[src/rtl/bf_loader_pkg.sv]
// Shared types and helpers for the TinyBF program loader.
// Latency: n/a (declarations only).
// Backpressure: n/a.
//
// Contents: loader state encoding, default frame sync marker,
// byte-wise checksum accumulate function.
package bf_loader_pkg;

    // Width of one program word / UART byte as used by the checksum helper.
    localparam int BF_WORD_W = 8;

    // Default frame start marker.
    localparam logic [BF_WORD_W-1:0] BF_SYNC_BYTE_DEF = 8'hA5;

    typedef enum logic [2:0] {
        S_IDLE  = 3'd0,
        S_HALT  = 3'd1,
        S_DRAIN = 3'd2,
        S_LEN   = 3'd3,
        S_DATA  = 3'd4,
        S_CHK   = 3'd5,
        S_START = 3'd6,
        S_ERR   = 3'd7
    } bf_ld_state_t;

    // Frame checksum is the XOR of all data bytes; fold one more byte in.
    function automatic logic [BF_WORD_W-1:0] bf_chk_acc(
        input logic [BF_WORD_W-1:0] acc,
        input logic [BF_WORD_W-1:0] b
    );
        return acc ^ b;
    endfunction

endpackage

[src/rtl/bf_loader_timeout.sv]
// Inter-byte watchdog for the program loader.
// Latency: expire is combinational from the registered count and current run/kick.
// Backpressure: none; kick (a byte transfer) always wins over expiry.
//
// Ports:
//   i_clk, i_rst_n : clock, asynchronous active-low reset
//   i_run          : count while high; count held at 0 while low
//   i_kick         : a byte was transferred this cycle; restart count at 0
//   o_expire       : count has reached TIMEOUT_CYC-1 with no transfer this cycle
module bf_loader_timeout
    import bf_loader_pkg::*;
#(
    parameter int TIMEOUT_CYC = 50000
) (
    input  logic i_clk,
    input  logic i_rst_n,
    input  logic i_run,
    input  logic i_kick,
    output logic o_expire
);

    localparam int CNT_W = $clog2(TIMEOUT_CYC + 1);
    localparam logic [CNT_W-1:0] LIMIT = CNT_W'(TIMEOUT_CYC - 1);

    logic [CNT_W-1:0] r_cnt;
    logic             w_at_limit;

    assign w_at_limit = (r_cnt == LIMIT);

    always_ff @(posedge i_clk or negedge i_rst_n) begin
        if (!i_rst_n) begin
            r_cnt <= '0;
        end else if (!i_run || i_kick) begin
            r_cnt <= '0;
        end else if (!w_at_limit) begin
            // Saturate so a stuck run never wraps back below the limit.
            r_cnt <= r_cnt + 1'b1;
        end
    end

    assign o_expire = i_run && !i_kick && w_at_limit;

endmodule

[src/rtl/bf_prog_loader.sv]
// Framed UART boot loader: halts TinyBF, writes SYNC,LEN,data..,CHK into program memory.
// Latency: each accepted data byte appears on prog_we/waddr/wdata one cycle later.
// Backpressure: rx_ready_o low in HALT/DRAIN/START/ERR; held off while the core is busy.
//
// Ports:
//   clk_i, rst_i         : clock, asynchronous active-low reset
//   rx_data_i/valid/ready: UART byte stream, transfer on valid && ready
//   cpu_busy_i           : core busy; loader waits for it to fall before taking LEN
//   halt_o, start_o      : one-cycle control pulses to the core
//   prog_we/waddr/wdata_o: program memory write port (addr/data hold when we=0)
//   load_active_o        : frame in progress; load_ok_o / load_err_o sticky results
//
// Build option: BF_LOADER_AUTOSTART_EN -- when defined, a good frame pulses start_o
// so the core runs from PC=0; otherwise start_o is tied low.
module bf_prog_loader
    import bf_loader_pkg::*;
#(
    parameter int                ADDR_W      = 4,
    parameter int                DATA_W      = BF_WORD_W,
    parameter logic [DATA_W-1:0] SYNC_BYTE   = BF_SYNC_BYTE_DEF,
    parameter int                TIMEOUT_CYC = 50000
) (
    input  logic              clk_i,
    input  logic              rst_i,
    input  logic [DATA_W-1:0] rx_data_i,
    input  logic              rx_valid_i,
    output logic              rx_ready_o,
    input  logic              cpu_busy_i,
    output logic              halt_o,
    output logic              start_o,
    output logic              prog_we_o,
    output logic [ADDR_W-1:0] prog_waddr_o,
    output logic [DATA_W-1:0] prog_wdata_o,
    output logic              load_active_o,
    output logic              load_ok_o,
    output logic              load_err_o
);

    localparam int DEPTH = 1 << ADDR_W;

    bf_ld_state_t r_state;
    bf_ld_state_t w_next;

    // Count and address need one extra bit so a full-depth frame (LEN = DEPTH) fits.
    logic [ADDR_W:0]   r_len;
    logic [ADDR_W:0]   r_addr;
    logic [DATA_W-1:0] r_xor;
    logic              r_we;
    logic [ADDR_W-1:0] r_waddr;
    logic [DATA_W-1:0] r_wdata;
    logic              r_active;
    logic              r_ok;
    logic              r_err;

    logic              w_rx_ready;
    logic              w_xfer;
    logic              w_is_sync;
    logic              w_len_bad;
    logic              w_last_data;
    logic              w_to_run;
    logic              w_to_expire;
    logic [ADDR_W:0]   w_addr_inc;

    // Ready depends on state only, so valid never feeds back into ready.
    assign w_rx_ready = (r_state == S_IDLE) || (r_state == S_LEN) ||
                        (r_state == S_DATA) || (r_state == S_CHK);
    assign w_xfer     = rx_valid_i && w_rx_ready;
    assign w_is_sync  = (rx_data_i == SYNC_BYTE);
    assign w_len_bad  = (rx_data_i == '0) || (32'(rx_data_i) > 32'(DEPTH));
    assign w_addr_inc = r_addr + 1'b1;
    assign w_last_data = (w_addr_inc == r_len);
    assign w_to_run   = (r_state == S_LEN) || (r_state == S_DATA) || (r_state == S_CHK);

    bf_loader_timeout #(
        .TIMEOUT_CYC (TIMEOUT_CYC)
    ) u_timeout (
        .i_clk    (clk_i),
        .i_rst_n  (rst_i),
        .i_run    (w_to_run),
        .i_kick   (w_xfer),
        .o_expire (w_to_expire)
    );

    // ------------------------------------------------------------------
    // State register
    // ------------------------------------------------------------------
    always_ff @(posedge clk_i or negedge rst_i) begin
        if (!rst_i) begin
            r_state <= S_IDLE;
        end else begin
            r_state <= w_next;
        end
    end

    // ------------------------------------------------------------------
    // Next-state logic. A transfer is checked before expiry so a byte
    // arriving on the expiry cycle is still taken.
    // ------------------------------------------------------------------
    always_comb begin
        w_next = r_state;
        case (r_state)
            S_IDLE: begin
                if (w_xfer && w_is_sync) begin
                    w_next = S_HALT;
                end
            end
            S_HALT: begin
                w_next = S_DRAIN;
            end
            S_DRAIN: begin
                if (!cpu_busy_i) begin
                    w_next = S_LEN;
                end
            end
            S_LEN: begin
                if (w_xfer) begin
                    w_next = w_len_bad ? S_ERR : S_DATA;
                end else if (w_to_expire) begin
                    w_next = S_ERR;
                end
            end
            S_DATA: begin
                if (w_xfer) begin
                    if (w_last_data) begin
                        w_next = S_CHK;
                    end
                end else if (w_to_expire) begin
                    w_next = S_ERR;
                end
            end
            S_CHK: begin
                if (w_xfer) begin
                    w_next = (rx_data_i == r_xor) ? S_START : S_ERR;
                end else if (w_to_expire) begin
                    w_next = S_ERR;
                end
            end
            S_START: begin
                w_next = S_IDLE;
            end
            S_ERR: begin
                w_next = S_IDLE;
            end
            default: begin
                w_next = S_IDLE;
            end
        endcase
    end

    // ------------------------------------------------------------------
    // Datapath: length, address, running checksum, write port, flags.
    // ------------------------------------------------------------------
    always_ff @(posedge clk_i or negedge rst_i) begin
        if (!rst_i) begin
            r_len    <= '0;
            r_addr   <= '0;
            r_xor    <= '0;
            r_we     <= 1'b0;
            r_waddr  <= '0;
            r_wdata  <= '0;
            r_active <= 1'b0;
            r_ok     <= 1'b0;
            r_err    <= 1'b0;
        end else begin
            r_we <= 1'b0;
            case (r_state)
                S_IDLE: begin
                    if (w_xfer && w_is_sync) begin
                        r_ok     <= 1'b0;
                        r_err    <= 1'b0;
                        r_active <= 1'b1;
                    end
                end
                S_LEN: begin
                    if (w_xfer && !w_len_bad) begin
                        r_len  <= rx_data_i[ADDR_W:0];
                        r_addr <= '0;
                        r_xor  <= '0;
                    end
                end
                S_DATA: begin
                    if (w_xfer) begin
                        r_we    <= 1'b1;
                        r_waddr <= r_addr[ADDR_W-1:0];
                        r_wdata <= rx_data_i;
                        r_xor   <= bf_chk_acc(r_xor, rx_data_i);
                        r_addr  <= w_addr_inc;
                    end
                end
                S_START: begin
                    r_ok     <= 1'b1;
                    r_active <= 1'b0;
                end
                S_ERR: begin
                    r_err    <= 1'b1;
                    r_active <= 1'b0;
                end
                default: begin
                end
            endcase
        end
    end

    // ------------------------------------------------------------------
    // Outputs
    // ------------------------------------------------------------------
    assign rx_ready_o    = w_rx_ready;
    assign halt_o        = (r_state == S_HALT);
    assign prog_we_o     = r_we;
    assign prog_waddr_o  = r_waddr;
    assign prog_wdata_o  = r_wdata;
    assign load_active_o = r_active;
    assign load_ok_o     = r_ok;
    assign load_err_o    = r_err;

`ifdef BF_LOADER_AUTOSTART_EN
    assign start_o = (r_state == S_START);
`else
    // Core is started from the board start pin instead.
    assign start_o = 1'b0;
`endif

endmodule

[config.mk]
export PLATFORM = sky130hd
export DESIGN_NAME = bf_prog_loader
export DESIGN_NICKNAME = d
export VERILOG_FILES = /design/src/rtl/bf_loader_pkg.sv /design/src/rtl/bf_loader_timeout.sv /design/src/rtl/bf_prog_loader.sv
export SDC_FILE = /design/constraint.sdc
export NUM_CORES = 1
export LEC_CHECK = 0
export ABC_AREA = 1
export CAP_MARGIN = 5
export CORE_ASPECT_RATIO = 0.5
export CORE_MARGIN = 1.5
export CORE_UTILIZATION = 55
export CTS_BUF_LIST = sky130_fd_sc_hd__clkbuf_16
export CTS_CLUSTER_SIZE = 14
export DETAILED_ROUTE_END_ITERATION = 10
export PLACE_DENSITY = 0.78
export SLEW_MARGIN = 10
export SYNTH_ARGS = -nofsm -noshare
export SYNTH_HDL_FRONTEND = slang
export SYNTH_SLANG_ARGS = --single-unit
[constraint.sdc]
create_clock -name clk_i -period 2.05 [get_ports clk_i]
set_input_delay 0.3075 -clock clk_i [delete_from_list [all_inputs] [get_ports clk_i]]
set_output_delay 0.3075 -clock clk_i [all_outputs]
set_load 0.01 [all_outputs]
* Yosys cells after proc, flatten, opt, wreduce, memory -nomap -nowiden
Index checks and enable logic that the tools add are counted.
** Storage, ports and cells
- Flip-flop bits (word level) :: 53
- Latch bits :: 0
- RAM bits :: 0
- Bits in read-only memories :: 0
- Input bits :: 12
- Output and inout bits :: 19
- Word-level logic and storage cells :: 86
- Memories kept :: 0
** Operators by class
- Add/subtract/negate cells :: 2
- $mul :: 0
- Divide/modulo/power cells :: 0
- Order comparisons :: 1
- Equal/unequal tests :: 17
- Shifts and indexed selects :: 0
- Muxes and demuxes :: 25
- Bitwise logic cells :: 1
- Reduce and logical (&&, ||, !) cells :: 29
** Operators with widths (number)
- two-way mux 16 bit :: 2
- two-way mux 3 bit :: 7
- one-hot mux 3 bit (7 select lines) :: 1
- adder 16 x 1 -> 16 bit, second input constant :: 1
- equality test 16 bit, second input constant :: 1
- two-way mux 8 bit :: 2
- one-hot mux 8 bit (2 select lines) :: 1
- equality test 3 bit, second input constant :: 4
- two-way mux 5 bit :: 2
- one-hot mux 5 bit (2 select lines) :: 1
- AND reduction 2 bit :: 5
- equality test 8 bit :: 1
- equality test 8 bit, second input constant :: 1
- > comparator 8 x 5 -> 1 bit, second input constant :: 1
- zero test 8 bit :: 1
- nonzero test 2 bit :: 4
- XOR 8 bit :: 1
- logical OR 1 bit :: 7
- equality test 3 x 2 -> 1 bit, second input constant :: 2
- inequality test 2 x 1 -> 1 bit, second input constant :: 3
- one-hot mux 1 bit (2 select lines) :: 3
- AND reduction 3 bit :: 2
- adder 5 x 1 -> 5 bit, second input constant :: 1
- equality test 5 bit :: 1
- other kinds (9) :: 20

* Longest topological paths before layout
- Depth after elaboration :: 11
- Mapped depth :: 11
- Mapped depth without buffers :: 11

* Hierarchy
From an unflattened synthesis, not the netlist that was laid out.
** Second synthesis, totals
- Cell total of the unflattened synthesis :: 394
- Area, all modules :: 2952.8 um^2
** Modules (own cells, without submodules)
- bf_prog_loader :: times used 1, cells an instance 245, area an instance 1943.1 um^2
- bf_loader_timeout :: times used 1, cells an instance 149, area an instance 1009.7 um^2

* Worst setup path after synthesis
Ideal clock, no wire load.
- Path kind :: register -> register
- Start :: register u_timeout.r_cnt[1]
- End :: register r_state[0]
- Arrival :: 1385 ps
- Required time :: 1979 ps
- Setup slack :: 594 ps
- Cell stages (with the launch flop) :: 12
- Period minus slack after synthesis :: 1456 ps
- Cell sequence :: dfrtp_1 ha_1 nand2_1 inv_1 nand2_1 nor2_1 nand3_4 nand3_2 nand2_1 nand3_1 nor2_1 nor2_1
** Between the ends
- Longest elaborated chain between the ends :: 5
- Elaborated cells on any way between the ends :: 7
- Those cells by class :: 1 x eq/ne; 5 x mux; 1 x reduce/logical
** Ends and longest elaborated chain
- start, declared :: line bf_loader_timeout.sv:25 : logic [CNT_W-1:0] r_cnt;
- start signal, assigned :: line bf_loader_timeout.sv:37 : r_cnt <= r_cnt + 1'b1;
- equality test 16 bit * :: line bf_loader_timeout.sv:28 : assign w_at_limit = (r_cnt == LIMIT);
- logical AND 1 bit * :: line bf_loader_timeout.sv:41 : assign o_expire = i_run && !i_kick && w_at_limit;
- two-way mux 3 bit *
- two-way mux 3 bit, on equally long branches
- one-hot mux 3 bit (7 select lines) *
- end signal, assigned :: line bf_prog_loader.sv:91 : r_state <= w_next;
- end, declared :: line bf_prog_loader.sv:41 : bf_ld_state_t r_state;
Every way passes the cells marked *; elsewhere a longest branch is shown, timed or not.
A chain may end at the register's enable or synchronous reset.

* Worst setup path in the final report
- Start :: register r_state[2]
- End :: output port rx_ready_o
** Between the ends
- Longest elaborated chain between the ends :: 4
- Elaborated cells on any way between the ends :: 7
- Those cells by class :: 3 x eq/ne; 4 x reduce/logical
** Ends and longest elaborated chain
- equality test 3 x 2 -> 1 bit or zero test 3 bit (tied branches) :: line bf_prog_loader.sv:65 : assign w_rx_ready = (r_state == S_IDLE) || (r_state == S_LEN) ||
- logical OR 1 bit (2 in series) :: line bf_prog_loader.sv:65
- logical OR 1 bit * :: line bf_prog_loader.sv:66 : (r_state == S_DATA) || (r_state == S_CHK);
- end, declared :: line bf_prog_loader.sv:27 : output logic rx_ready_o,
Marks and branches as above.

==> results.py <==
metrics = {
    "status": {
        "status": "completed",
    },
    "detailed_routing": {
        "drt_pass1_iterations": 4,
        "drtAntennaViolNets": 0,
        "num_vias": 2389,
        "drt_iter0_markers": 115,
        "wirelength_microns": 5940,
        "drc_errors": 0,
        "drt-vias-per-instance": 5.31,
        "wl_per_cell_microns": 13.2,
    },
    "power_and_ir_drop": {
        "p_leak_uw": 0.00146,
        "power_density_nw_per_um2": 1190,
        "ir_drop_mv": 0.532,
        "total_power_uw": 3930,
    },
    "global_routing": {
        "grt_use_total": 0.250,
        "grt_max_degree": 54,
        "grt_pass1_wl_microns": 10200,
        "grt_pass1_vias": 2335,
        "overflow": 0,
        "antenna_found_initial": 0,
    },
    "critical_path": {
        "cp_top_family": "buffers and inverters",
        "crit_buf_inv": 2,
        "arrival_ps": 1680,
        "crit_chain": "inv_2 > nand3_2 > nand3_2 > clkdlybuf4s50_1",
        "cpMostUsedCell": "nand3_2",
        "startpoint_type": "flop",
        "critical_path_required_ps": 1740,
        "critPathMaxStageDelay_ps": 540,
        "crit_type": "reg -> out",
        "crit_fanout": 7,
        "cp-end-kind": "output pin",
        "slowest_stage": "clkdlybuf4s50_1",
    },
    "logic_synthesis": {
        "avgSynthCellArea_sq_um": 7.91,
        "async_flop_share": 1.00,
        "ys_seq_area_frac": 0.483,
        "synth-edff-count": 0,
        "synth.distinct_cells": 31,
        "synth_nets": 361,
        "ys_ff_latch": 53,
        "ys_warn_count": 0,
        "synthCells": 347,
        "synth-main-ff-cell": "dfrtp_1",
        "netlist_area_sq_um": 2740,
    },
    "timing": {
        "hold_viol": 0,
        "post-route-period-util": 0.971,
        "clock_skew_ps": 5.90,
        "fmax_ghz": 0.502,
        "max_slew_margin": 0.556,
        "worst_pin_slew_ps": 666,
        "slew_viol_final": 0,
        "finalSetupViolCount": 0,
        "fin_setup_tns_ps": 0,
        "rsz0062_at_grt": "no",
        "final.min_clock_period_ps": 1990,
    },
    "floorplan": {
        "core_sq_um": 4590,
        "rows": 17,
        "die_width_microns": 103,
        "ios": 31,
        "initial_core_util": 0.597,
        "die_area_sq_um": 5450,
        "die_height_microns": 52.9,
    },
    "clocking": {
        "cts_sinks": 53,
        "cts_tree": "yes",
        "cts-root-buf": "clkbuf_16",
        "clk_latency_ps": 290,
        "cts_buffer_depth": 2,
        "cts-htree-levels": 2,
        "clk_pin_slew_ps": 70,
        "cts_made_buffers": 5,
    },
    "place": {
        "gp_congestion": 0.896,
        "portBuffers": 29,
        "place_hpwl_microns": 4290,
    },
    "cells_and_area": {
        "fillers": 372,
        "n_antenna_cell": 0,
        "nNetsFinal": 397,
        "multiInputGateArea_sq_um": 1230,
        "register_area_sq_um": 1330,
        "syn2layout_area_growth_pct": 19.9,
        "drive_above_1_share": 0.0938,
    },
    "run": {
        "drv_cap": 0,
    },
    "worst_hold_path": {
        "hold_class": "in -> async",
    },
}
power breakdown:
group          switching (uW)  total (uW)  internal [uW]
sequential                244        1590           1340
clock                     360         928            568
combinational             787        1420            629
total                    1390        3930           2540
cells by family after synthesis:
kind of cell	synth area share
DFF	0.483
adders and majority gates	0.00912
buffers and inverters	0.0698
AOI/OAI and AO/OA	0.116
and+or+nand+nor	0.288
xor gates and xnor gates	0.0319
other	0.00137
routing by layer:
metal,track usage,part of all wire
met3,0.0502,0.032
met5,0,0
met4,0.0788,0.013
met1,0.315,0.48
met2,0.440,0.48
path summary, 6_finish.rpt:
kind                               startpoint               to  slack [ps]  cells past startpoint
max in group asynchronous               rst_i       r_state[2]        1420                      2
hold reg to reg               prog_waddr_o[0]  prog_waddr_o[0]         490                      2
hold / removal                          rst_i  prog_waddr_o[1]         140                      2
setup / recovery                   r_state[2]       rx_ready_o          60                      4
setup reg to reg           u_timeout.r_cnt[1]       r_state[0]         340                     11
min in group clk_i            prog_waddr_o[0]  prog_waddr_o[0]         490                      2
worst reg2reg max path, stage by stage (launching register included):
cell     delay (ps)
dfrtp_1         400
ha_1            210
nand2_1         130
inv_1           150
nand2_1          90
nor2_1          190
nand3_4         150
nand3_2          90
nand2_1          50
nand3_1          60
nor2_1           40
nor2_1           80
layout make-up:
class	instances	area share
Clock inverter	3	0.0114
Multi-Input combinational cell	244	0.373
Timing Repair Buffer	33	0.0959
Tap cell	66	0.0251
Clock buffer	5	0.0380
Sequential cell	53	0.404
Inverter	46	0.0525
cells in the final DEF, fill, tap and decap left out, types with 2 or more instances in the layout:
cell | netlist | final
nand2_1 | 90 | 90
dfrtp_1 | 53 | 50
inv_1 | 41 | 41
o21ai_0 | 33 | 33
nor2_1 | 29 | 29
clkdlybuf4s50_1 | 0 | 28
nand3_1 | 20 | 20
nor3_1 | 11 | 11
a21oi_1 | 9 | 9
inv_2 | 5 | 6
nand4_1 | 6 | 6
xor2_1 | 6 | 6
nand2_2 | 5 | 5
o21ai_1 | 5 | 5
clkbuf_16 | 0 | 5
o22ai_1 | 4 | 4
nor4_1 | 4 | 4
xnor2_1 | 4 | 4
buf_4 | 1 | 4
nor2_2 | 3 | 3
nand3_2 | 3 | 3
dfrtp_2 | 0 | 3
ha_1 | 2 | 2
flip-flops by register name, summed over array words and instances (netlist names), 3 cells and up:
register / count
prog_waddr_o: 4
r_len: 5
r_state: 3
u_timeout.r_cnt: 16
prog_wdata_o: 8
r_xor: 8
r_addr: 5
Yosys cell counts (2+ instances only):
library cell | n | area, sq um
a21oi_1 | 9 | 45.0
clkbuf_1 | 3 | 11.3
dfrtp_1 | 53 | 1330
ha_1 | 2 | 25.0
inv_1 | 41 | 154
inv_2 | 5 | 18.8
nand2_1 | 90 | 338
nand2_2 | 5 | 31.3
nand3_1 | 20 | 100
nand3_2 | 3 | 30.0
nand4_1 | 6 | 37.5
nor2_1 | 29 | 109
nor2_2 | 3 | 18.8
nor3_1 | 11 | 55.1
nor4_1 | 4 | 25.0
o21ai_0 | 33 | 165
o21ai_1 | 5 | 25.0
o22ai_1 | 4 | 25.0
xnor2_1 | 4 | 35.0
xor2_1 | 6 | 52.6
metrics by stage:
step / area [sq um] / hold WS (ps) / std cells / setup WS, ps / util
3_3_place_gp: 3120 / 455 / 442 / 120 / 0.680
4_1_cts: 3290 / 171 / 450 / 17.7 / 0.715
6_report: 3290 / 137 / 450 / 59.0 / 0.716
3_5_place_dp: 3120 / 472 / 442 / 126 / 0.680
5_1_grt: 3290 / 205 / 450 / 1.09 / 0.716
2_1_floorplan: 2740 / 11.9 / 347 / 594 / -
what timing repair did:
action / CTS / global route
hold buffers: 0 / 0
setup buffers: 0 / 0
endpoints found under the hold margin: 0 / 0
resized for setup: 0 / 4
endpoints found under the setup margin: 0 / 2
(Power assumes the default switching activity.)
